===== config.mk =====
export PLATFORM = sky130hd
export DESIGN_NAME = bp_mc_mmio_arbiter
export DESIGN_NICKNAME = d
export VERILOG_FILES = /design/src/rtl/bp_mc_mmio_arbiter.sv
export SDC_FILE = /design/constraint.sdc
export NUM_CORES = 1
export LEC_CHECK = 0
export ABC_AREA = 1
export CORE_AREA = 2 2 131 133
export DETAILED_ROUTE_END_ITERATION = 7
export DIE_AREA = 0 0 133 135
export GPL_TIMING_DRIVEN = 0
export MAX_ROUTING_LAYER = met4
export PLACE_DENSITY = 0.68
export SLEW_MARGIN = 20
export SYNTH_ARGS = -nofsm -noshare
export SYNTH_HDL_FRONTEND = slang
export SYNTH_SLANG_ARGS = --single-unit

===== constraint.sdc =====
create_clock -name clk_i -period 4.92 [get_ports clk_i]
set_input_delay 0.984 -clock clk_i [delete_from_list [all_inputs] [get_ports clk_i]]
set_output_delay 0.984 -clock clk_i [all_outputs]
set_load 0.03 [all_outputs]

===== src/rtl/bp_mc_mmio_arbiter.sv =====
// rtl/bp_mc_mmio_arbiter.sv - round-robin sharing of one MMIO bridge port among BedRock requesters
//
// Shares one manycore MMIO bridge command/response port among num_req_p uncached requesters.
// Commands are arbitrated round-robin. Each granted requester id goes into an in-order tag FIFO,
// so the bridge's in-order responses can be steered back to the requester that issued them.
// Per-requester and global in-flight limits are enforced, and a drain control blocks new grants.
//
// Optional build macro: BP_MC_MMIO_ARB_STATS_EN adds per-requester saturating grant counters.
//
// Ports:
//   clk_i, reset_i          clock, synchronous active-high reset
//   req_i / req_v_i         requester commands (requester r at slice r) and valids
//   req_ready_o             per-requester grant (valid-and-ready handshake)
//   resp_o / resp_v_o       response broadcast to all requesters, one-hot valid
//   resp_yumi_i             per-requester response consume
//   cmd_o / cmd_v_o         command to the bridge, with its valid
//   cmd_ready_i             bridge ready
//   resp_i / resp_v_i       bridge response and its valid
//   resp_yumi_o             bridge response consume
//   drain_i / drain_done_o  block new grants / drain requested and nothing in flight
//   outstanding_o           global in-flight count
//   stats_clr_i             (stats build only) clear all grant counters
//   grant_count_o           (stats build only) 32-bit grant counter per requester
module bp_mc_mmio_arbiter #(
  parameter int num_req_p = 2,
  parameter int msg_width_p = 64,
  parameter int max_outstanding_p = 32,
  parameter int max_per_req_p = 8,
  localparam int lg_num_req_lp = (num_req_p > 1) ? $clog2(num_req_p) : 1,
  localparam int out_width_lp = $clog2(max_outstanding_p + 1),
  localparam int cnt_width_lp = $clog2(max_per_req_p + 1),
  localparam int ptr_width_lp = (max_outstanding_p > 1) ? $clog2(max_outstanding_p) : 1
) (
  input  logic                             clk_i,
  input  logic                             reset_i,
  input  logic [num_req_p*msg_width_p-1:0] req_i,
  input  logic [num_req_p-1:0]             req_v_i,
  output logic [num_req_p-1:0]             req_ready_o,
  output logic [msg_width_p-1:0]           resp_o,
  output logic [num_req_p-1:0]             resp_v_o,
  input  logic [num_req_p-1:0]             resp_yumi_i,
  output logic [msg_width_p-1:0]           cmd_o,
  output logic                             cmd_v_o,
  input  logic                             cmd_ready_i,
  input  logic [msg_width_p-1:0]           resp_i,
  input  logic                             resp_v_i,
  output logic                             resp_yumi_o,
  input  logic                             drain_i,
  output logic                             drain_done_o,
  output logic [out_width_lp-1:0]          outstanding_o
`ifdef BP_MC_MMIO_ARB_STATS_EN
  ,
  input  logic                             stats_clr_i,
  output logic [num_req_p*32-1:0]          grant_count_o
`endif
);

  localparam logic [out_width_lp-1:0]  max_out_lp    = out_width_lp'(max_outstanding_p);
  localparam logic [cnt_width_lp-1:0]  max_cnt_lp    = cnt_width_lp'(max_per_req_p);
  localparam logic [lg_num_req_lp:0]   num_req_w_lp  = (lg_num_req_lp + 1)'(num_req_p);
  localparam logic [lg_num_req_lp-1:0] last_req_lp   = lg_num_req_lp'(num_req_p - 1);
  localparam logic [ptr_width_lp-1:0]  last_ptr_lp   = ptr_width_lp'(max_outstanding_p - 1);

  logic [lg_num_req_lp-1:0] rr_ptr_r;
  logic [cnt_width_lp-1:0]  cnt_r [num_req_p];
  logic [out_width_lp-1:0]  outstanding_r;
  logic [lg_num_req_lp-1:0] tag_mem_r [max_outstanding_p];
  logic [ptr_width_lp-1:0]  rd_ptr_r, wr_ptr_r;

  logic [msg_width_p-1:0]   req_msgs [num_req_p];
  logic [num_req_p-1:0]     eligible;
  logic                     grant_found;
  logic [lg_num_req_lp-1:0] grant_id;
  logic                     cmd_fire;
  logic                     tag_v;
  logic [lg_num_req_lp-1:0] head_tag;
  logic                     resp_valid;

  // The in-flight count equals the tag FIFO occupancy, so it doubles as the FIFO fill level.
  // Eligibility requires it below the depth, so a full FIFO is never written (no bypass).
  always_comb begin
    for (int r = 0; r < num_req_p; r++) begin
      req_msgs[r] = req_i[r*msg_width_p +: msg_width_p];
      eligible[r] = req_v_i[r] & (cnt_r[r] < max_cnt_lp) & (outstanding_r < max_out_lp)
                    & ~drain_i & ~reset_i;
    end
  end

  // The first eligible requester at or after the RR pointer, wrapping.
  always_comb begin
    logic [lg_num_req_lp:0] cand;
    grant_found = 1'b0;
    grant_id    = '0;
    cand        = '0;
    for (int i = 0; i < num_req_p; i++) begin
      cand = {1'b0, rr_ptr_r} + (lg_num_req_lp + 1)'(i);
      if (cand >= num_req_w_lp) cand = cand - num_req_w_lp;
      if (!grant_found && eligible[cand[lg_num_req_lp-1:0]]) begin
        grant_found = 1'b1;
        grant_id    = cand[lg_num_req_lp-1:0];
      end
    end
  end

  assign cmd_v_o  = grant_found;
  assign cmd_o    = req_msgs[grant_id];
  assign cmd_fire = grant_found & cmd_ready_i;

  always_comb begin
    req_ready_o = '0;
    if (cmd_fire) req_ready_o[grant_id] = 1'b1;
  end

  assign tag_v      = (outstanding_r != '0);
  assign head_tag   = tag_mem_r[rd_ptr_r];
  assign resp_valid = resp_v_i & tag_v & ~reset_i;
  assign resp_o     = resp_i;
  assign resp_yumi_o = resp_valid & resp_yumi_i[head_tag];

  always_comb begin
    resp_v_o = '0;
    if (resp_valid) resp_v_o[head_tag] = 1'b1;
  end

  assign outstanding_o = outstanding_r;
  assign drain_done_o  = drain_i & (outstanding_r == '0) & ~reset_i;

  always_ff @(posedge clk_i) begin
    if (cmd_fire) tag_mem_r[wr_ptr_r] <= grant_id;
  end

  always_ff @(posedge clk_i) begin
    if (reset_i) begin
      rr_ptr_r      <= '0;
      outstanding_r <= '0;
      rd_ptr_r      <= '0;
      wr_ptr_r      <= '0;
      for (int r = 0; r < num_req_p; r++) cnt_r[r] <= '0;
    end else begin
      if (cmd_fire) begin
        wr_ptr_r <= (wr_ptr_r == last_ptr_lp) ? '0 : wr_ptr_r + 1'b1;
        rr_ptr_r <= (grant_id == last_req_lp) ? '0 : grant_id + 1'b1;
      end
      if (resp_yumi_o) rd_ptr_r <= (rd_ptr_r == last_ptr_lp) ? '0 : rd_ptr_r + 1'b1;
      if (cmd_fire && !resp_yumi_o) outstanding_r <= outstanding_r + 1'b1;
      else if (!cmd_fire && resp_yumi_o) outstanding_r <= outstanding_r - 1'b1;
      // A grant and a response for the same requester in one cycle cancel out.
      for (int r = 0; r < num_req_p; r++) begin
        if ((cmd_fire && grant_id == lg_num_req_lp'(r)) && !(resp_yumi_o && head_tag == lg_num_req_lp'(r)))
          cnt_r[r] <= cnt_r[r] + 1'b1;
        else if (!(cmd_fire && grant_id == lg_num_req_lp'(r)) && (resp_yumi_o && head_tag == lg_num_req_lp'(r)))
          cnt_r[r] <= cnt_r[r] - 1'b1;
      end
    end
  end

`ifdef BP_MC_MMIO_ARB_STATS_EN
  logic [31:0] grant_cnt_r [num_req_p];

  // Clear wins over a same-cycle grant; counters stick at all-ones.
  always_ff @(posedge clk_i) begin
    for (int r = 0; r < num_req_p; r++) begin
      if (reset_i || stats_clr_i) grant_cnt_r[r] <= '0;
      else if (cmd_fire && grant_id == lg_num_req_lp'(r) && grant_cnt_r[r] != 32'hFFFF_FFFF)
        grant_cnt_r[r] <= grant_cnt_r[r] + 32'd1;
    end
  end

  always_comb begin
    for (int r = 0; r < num_req_p; r++) grant_count_o[r*32 +: 32] = grant_cnt_r[r];
  end
`endif

`ifndef SYNTHESIS
  // A bridge response with nothing in flight means the bridge and arbiter are out of step.
  a_resp_without_tag: assert property (@(posedge clk_i) disable iff (reset_i) !(resp_v_i && !tag_v));
  a_cnt_underflow: assert property (@(posedge clk_i) disable iff (reset_i)
                                    !(resp_yumi_o && cnt_r[head_tag] == '0));
`endif

endmodule

# Word-level counts from Yosys, hierarchy flattened
# Memory sizes are Yosys's and may differ from the RTL's. A register that Yosys moved wholly into a read port is not among the register bits.
# Cells that the tools add are included.
dict set report classes {
  n_addsub 12
  order_cmp 12
  n_eq_ne 2
  n_mux 50
  bitwise_logic 23
  n_reduce_logical 23
}
# op count
set op_table {}
lappend op_table {{64-bit 2-to-1 mux} 3}
lappend op_table {{1-bit 2-to-1 mux} 33}
lappend op_table {{5-bit 2-to-1 mux} 4}
lappend op_table {{4-bit 2-to-1 mux} 4}
lappend op_table {{1-bit AND} 14}
lappend op_table {{1-bit logical AND} 13}
lappend op_table {{6-bit 2-to-1 mux} 2}
lappend op_table {{5-bit by 1-bit adder with 5-bit output (second input constant)} 2}
lappend op_table {{5-bit equality test (second input constant)} 2}
lappend op_table {{4-bit by 1-bit adder with 4-bit output (second input constant)} 2}
lappend op_table {{1-bit by 2-bit < comparator with 1-bit output (second input constant)} 4}
lappend op_table {{4-bit < comparator (second input constant)} 2}
lappend op_table {{4-bit by 1-bit subtractor with 4-bit output (second input constant)} 2}
lappend op_table {{1-bit zero test} 7}
lappend op_table {{6-bit by 1-bit adder with 6-bit output (second input constant)} 1}
lappend op_table {{6-bit zero test} 1}
lappend op_table {{6-bit < comparator (second input constant)} 1}
lappend op_table {{6-bit nonzero test} 1}
lappend op_table {{6-bit by 1-bit subtractor with 6-bit output (second input constant)} 1}
lappend op_table {{2-bit >= comparator (second input constant)} 2}
lappend op_table {{2-bit 2-to-1 mux} 2}
lappend op_table {{1-bit NOT} 4}
lappend op_table {{1-bit bitwise OR} 4}
lappend op_table {{1-bit by 1-bit adder with 2-bit output (second input constant)} 1}
lappend op_table {{7 further kinds} 10}
dict set report totals {
  ff_bits 17
  ramBits 40
  output_inout_bits 141
  n_memories 2
}
# memory depth width rd rd_ports_with_merged_regs wr line
set memory_table {}
lappend memory_table {tag_mem_r 32 1 1 1 1 67} ;# logic [lg_num_req_lp-1:0] tag_mem_r [max_outstanding_p];
lappend memory_table {cnt_r 2 4 2 0 2 65} ;# logic [cnt_width_lp-1:0] cnt_r [num_req_p];

# Logic depth before layout (Yosys ltp)
dict set report logic_depth {
  word_depth 20
  depth_mapped 26
  ltp_nobuf 24
}

# Worst setup path after synthesis
# OpenSTA, ideal clock, no wires.
dict set report synth_timing {
  path_kind {input -> output}
  start {input port reset_i}
  end {output port cmd_o[54]}
  arrival_time_ps 2607
  required_ps 3936
  setup_slack_ps 1329
  path_stages 9
  n_path_buf 2
  cell_sequence {buf_2 > inv_2 > nand2_1 > nor2_1 > nand2_1 > inv_1 > clkbuf_1 > nand2_1 > nand2_1}
}
dict set report synth_via {
  elab_chain_len 12
  word_cells_on_any_way 16
  classes_between {10 x mux; 4 x bitwise; 2 x reduce/logical}
}
# element line
set synth_rtl {}
lappend synth_rtl {{from (decl)} 35} ;# input logic reset_i,
lappend synth_rtl {{1-bit NOT *} 85} ;# & ~drain_i & ~reset_i;
lappend synth_rtl {{1-bit AND} 85}
lappend synth_rtl {{1-bit 2-to-1 mux (not written as such) (2 in series)} 98} ;# if (!grant_found && eligible[cand[lg_num_req_lp-1:0]]) begin
lappend synth_rtl {{1-bit 2-to-1 mux} 98}
lappend synth_rtl {{1-bit zero test} 98}
lappend synth_rtl {{1-bit logical AND} 98}
lappend synth_rtl {{1-bit 2-to-1 mux *} 98}
lappend synth_rtl {{net grant_id} 73} ;# logic [lg_num_req_lp-1:0] grant_id;
lappend synth_rtl {{1-bit NOT with 2-bit output (not written as such) *} 106} ;# assign cmd_o = req_msgs[grant_id];
lappend synth_rtl {{64-bit 2-to-1 mux (not written as such) * (3 in series)} 106}
lappend synth_rtl {{to (decl)} 42} ;# output logic [msg_width_p-1:0] cmd_o,
# Mark *: on every way through the listed nets, which the timed path passes. The rest lies on a longest branch. The select of a mux whose other input is x is not followed.

# Worst setup path after layout
dict set report layout_timing {
  start {input port drain_i}
  end {output port cmd_o[7]}
}
dict set report layout_via {
  elab_chain_len 13
  word_cells_on_any_way 18
  classes_between {10 x mux; 6 x bitwise; 2 x reduce/logical}
}
# element line
set layout_rtl {}
lappend layout_rtl {{from (decl)} 48} ;# input logic drain_i,
lappend layout_rtl {{1-bit NOT *} 85}
lappend layout_rtl {{1-bit AND (2 in series)} 85}
lappend layout_rtl {{1-bit 2-to-1 mux (not written as such) (2 in series)} 98}
lappend layout_rtl {{1-bit 2-to-1 mux} 98}
lappend layout_rtl {{1-bit zero test} 98}
lappend layout_rtl {{1-bit logical AND} 98}
lappend layout_rtl {{1-bit 2-to-1 mux *} 98}
lappend layout_rtl {{1-bit NOT with 2-bit output (not written as such) *} 106}
lappend layout_rtl {{64-bit 2-to-1 mux (not written as such) * (3 in series)} 106}
# Every way passes the cells marked *; elsewhere a longest branch is shown, timed or not. The select of a mux whose other input is x is not followed.

==> results.py <==
metrics = {
    "finish": {
        "fillers": 1603,
        "areaGrowthSynthToFinish_pct": 72.5,
        "layout_common_cells": "clkdlybuf4s50_1, nand2_1, buf_4",
        "fin_nets": 1159,
        "layout.cells.non_filler": 1170,
        "utilization": 0.484,
        "drive_gt1_frac": 0.112,
        "mostFrequentLayoutCell": "clkdlybuf4s50_1",
    },
    "worst_setup_path": {
        "cp_num_cells": 11,
        "cp_cell_sequence": "clkdlybuf4s50_1, nor2_1, nand2_1, nor2_1, nand2_1, inv_1, buf_2, clkbuf_1, nand2_1, nand2_1, clkdlybuf4s50_1",
        "worst-path-buf-inv": 5,
        "cp_top_family": "buffers and inverters",
        "cp_max_fo": 10,
        "crit_type": "in2out",
        "cp_slowest_cell": "clkdlybuf4s50_1",
        "crit_top_cell": "nand2_1",
        "critical_path.max_stage_delay_ns": 0.76,
        "r2r_setup_slack_ns": 1.50,
        "cp.arrival_ns": 3.66,
        "cp-start-kind": "primary input",
        "cp.required_ns": 3.94,
        "reg2reg_depth": 24,
        "crit_start": "drain_i",
        "endpoint_kind": "output pin",
    },
    "floorplan": {
        "design.core.area_sq_um": 16400,
        "die_x_um": 133,
        "initial_utilization": 0.281,
        "fp-row-count": 47,
        "ios": 342,
        "die_y_um": 135,
        "dieArea_sq_um": 18000,
    },
    "cts": {
        "cts.sinks": 62,
        "clk_pin_slew_ns": 0.05,
        "cts_max_level": 3,
        "cts_buffer_depth": 2,
        "cts-resized-gates": 0,
        "cts_buffers": 9,
        "cts_setup_buffers": 0,
        "root_buffer": "clkbuf_16",
        "clk_latency_ns": 0.33,
        "hold_buffers": 0,
        "cts_tree": "yes",
    },
    "power": {
        "p_per_area_nw_per_um2": 246,
        "cell_internal_pwr_uw": 1320,
        "comb_power_share": 0.392,
        "p_sw_uw": 637,
        "p_leak_uw": 0.00348,
        "power_frac_clock": 0.301,
        "swShare": 0.326,
        "ir_drop_mv": 0.185,
        "seqPwrFrac": 0.307,
    },
    "run_status": {
        "status": "finished clean",
    },
    "timing": {
        "rsz0062_at_grt": "false",
        "max_slew_margin": 0.536,
        "finalHoldViolCount": 0,
        "setup_violations": 0,
        "fin_crit_ns": 4.64,
        "fmax_mhz": 215,
        "final_max_slew_viol_count": 0,
        "finalCritPeriodShare": 0.944,
        "whs_ns": 0.472,
        "worst_slew_pin_slew_ns": 0.697,
        "fin_skew_ns": 0.0133,
    },
    "placed_design": {
        "portBuffers": 276,
        "gp_congestion": 0.944,
        "dp.cells": 1148,
        "hpwlAfterDp_um": 13600,
    },
    "routing": {
        "vias": 4968,
        "drt-pass1-iter-count": 5,
        "viasPerCell": 4.25,
        "drc_errors": 0,
        "wl_um": 16600,
        "routedWlPerCell_um": 14.2,
        "drt_iter0_drc": 283,
        "postRouteAntennaNets": 0,
    },
    "yosys": {
        "ys_seq_area_frac": 0.357,
        "ys_types": 36,
        "syn_area_sq_um": 4600,
        "syn_nets": 872,
        "netlist_instances": 652,
        "ys_ff_latch": 62,
        "yosys_most_used_dff": "edfxtp_1",
        "synth_area_per_cell_sq_um": 7.06,
        "synth_top_area_cell": "edfxtp_1",
        "yosys.area.top_type_share": 0.261,
        "synth_top_cells_by_area": "edfxtp_1, nand2_1, buf_4",
        "yosys_warnings": 0,
        "synth_edf_count": 40,
        "async_flop_share": 0,
    },
    "grt": {
        "grt_pass1_wl_um": 25300,
        "overflow": 0,
        "antenna_found_initial": 6,
        "grt_max_degree": 42,
        "grt_usage": 0.186,
        "grt_pass1_vias": 4886,
    },
    "worst_hold_path": {
        "worstHoldPathCells": 2,
        "hp-class": "reg2reg",
        "worstHoldStart": "rr_ptr_r$_SDFFE_PP0P_",
    },
    "flow_run": {
        "maxCapViolCount": 0,
    },
}
layout make-up:
cell class | count | area, sq um | area share
multi-input combinational | 457 | 2190 | 0.276
clock buffer | 15 | 278 | 0.0350
sequential | 62 | 1640 | 0.207
inverter | 48 | 185 | 0.0233
timing repair buffer | 276 | 2760 | 0.348
tap | 220 | 275 | 0.0347
buffer | 85 | 588 | 0.0741
clock inverter | 1 | 5.00 | 0.000630
antenna | 6 | 15.0 | 0.00189
power by group through the flow:
| stage | combinational, uW | sequential, uW | clock, uW |
|---|---|---|---|
| finish | 767 | 600 | 589 |
| CTS | 774 | 600 | 595 |
| detailed placement | 769 | 610 | 0 |
| global route | 828 | 602 | 618 |
| global placement | 763 | 609 | 0 |
| floorplan | 424 | 618 | 0 |
cell usage after synthesis, types with 2 or more instances:
library cell,instances
buf_4,64
nor3_1,6
nor2_1,60
edfxtp_1,40
a21oi_1,14
a211oi_1,2
o21a_1,2
nand2_4,2
inv_2,5
o21ai_0,8
fa_1,2
o21ai_1,3
xnor2_1,4
nand3_4,3
nand2_2,3
buf_1,8
nand2_1,270
buf_2,4
nand3_2,2
inv_1,41
ha_1,17
buf_6,3
nand3_1,45
clkbuf_1,6
xor2_1,6
dfxtp_1,22
logic make-up (layout without fill, tap and decap cells):
kind of cell,count (synthesis),after routing,share of synthesized area
compound gates,30,30,0.0353
buf+inv,133,425,0.168
other cells,0,6,0
flops,62,62,0.357
xor+xnor,10,10,0.0190
fa+ha+maj,19,19,0.0549
simple gates,398,398,0.367
registers in the layout, summed over array words and instances, names as in the netlist, named ones only:
| register | count |
|---|---|
| outstanding_o | 6 |
| wr_ptr_r | 5 |
| rd_ptr_r | 5 |
| tag_mem_r | 32 |
| cnt_r | 8 |
| rr_ptr_r | 1 |
worst min-delay path, cell delays in order, from the launching register on:
cell and delay (ns):
dfxtp_1 0.29, inv_1 0.06, a211oi_1 0.06
worst paths after layout:
kind	endpoint
worst max-delay path	cmd_o[7]
worst min-delay path	rr_ptr_r$_SDFFE_PP0P_
worst min register to register	rr_ptr_r$_SDFFE_PP0P_
worst max register to register	outstanding_o[5]$_SDFFE_PP0P_
metrics by stage:
| stage | setup WS (ns) | cell area, sq um | total power (uW) | TNS, ns |
|---|---|---|---|---|
| after global routing | 0.0288 | 7940 | 2050 | 0 |
| after detailed placement | 0.204 | 7640 | 1380 | 0 |
| after global placement | -0.112 | 7640 | 1370 | -0.740 |
| after CTS | 0.198 | 7930 | 1970 | 0 |
| after floorplan | 1.33 | 4600 | 1040 | 0 |
| final | 0.277 | 7940 | 1960 | 0 |
per-layer routing:
layer	up-vias	share of wire	GRT usage
li1	2569	-	-
met1	2163	0.38	0.198
met2	219	0.53	0.327
met3	17	0.071	0.0473
met4	0	0.022	0.0842
met5	-	0	-
(Power assumes the default switching activity.)
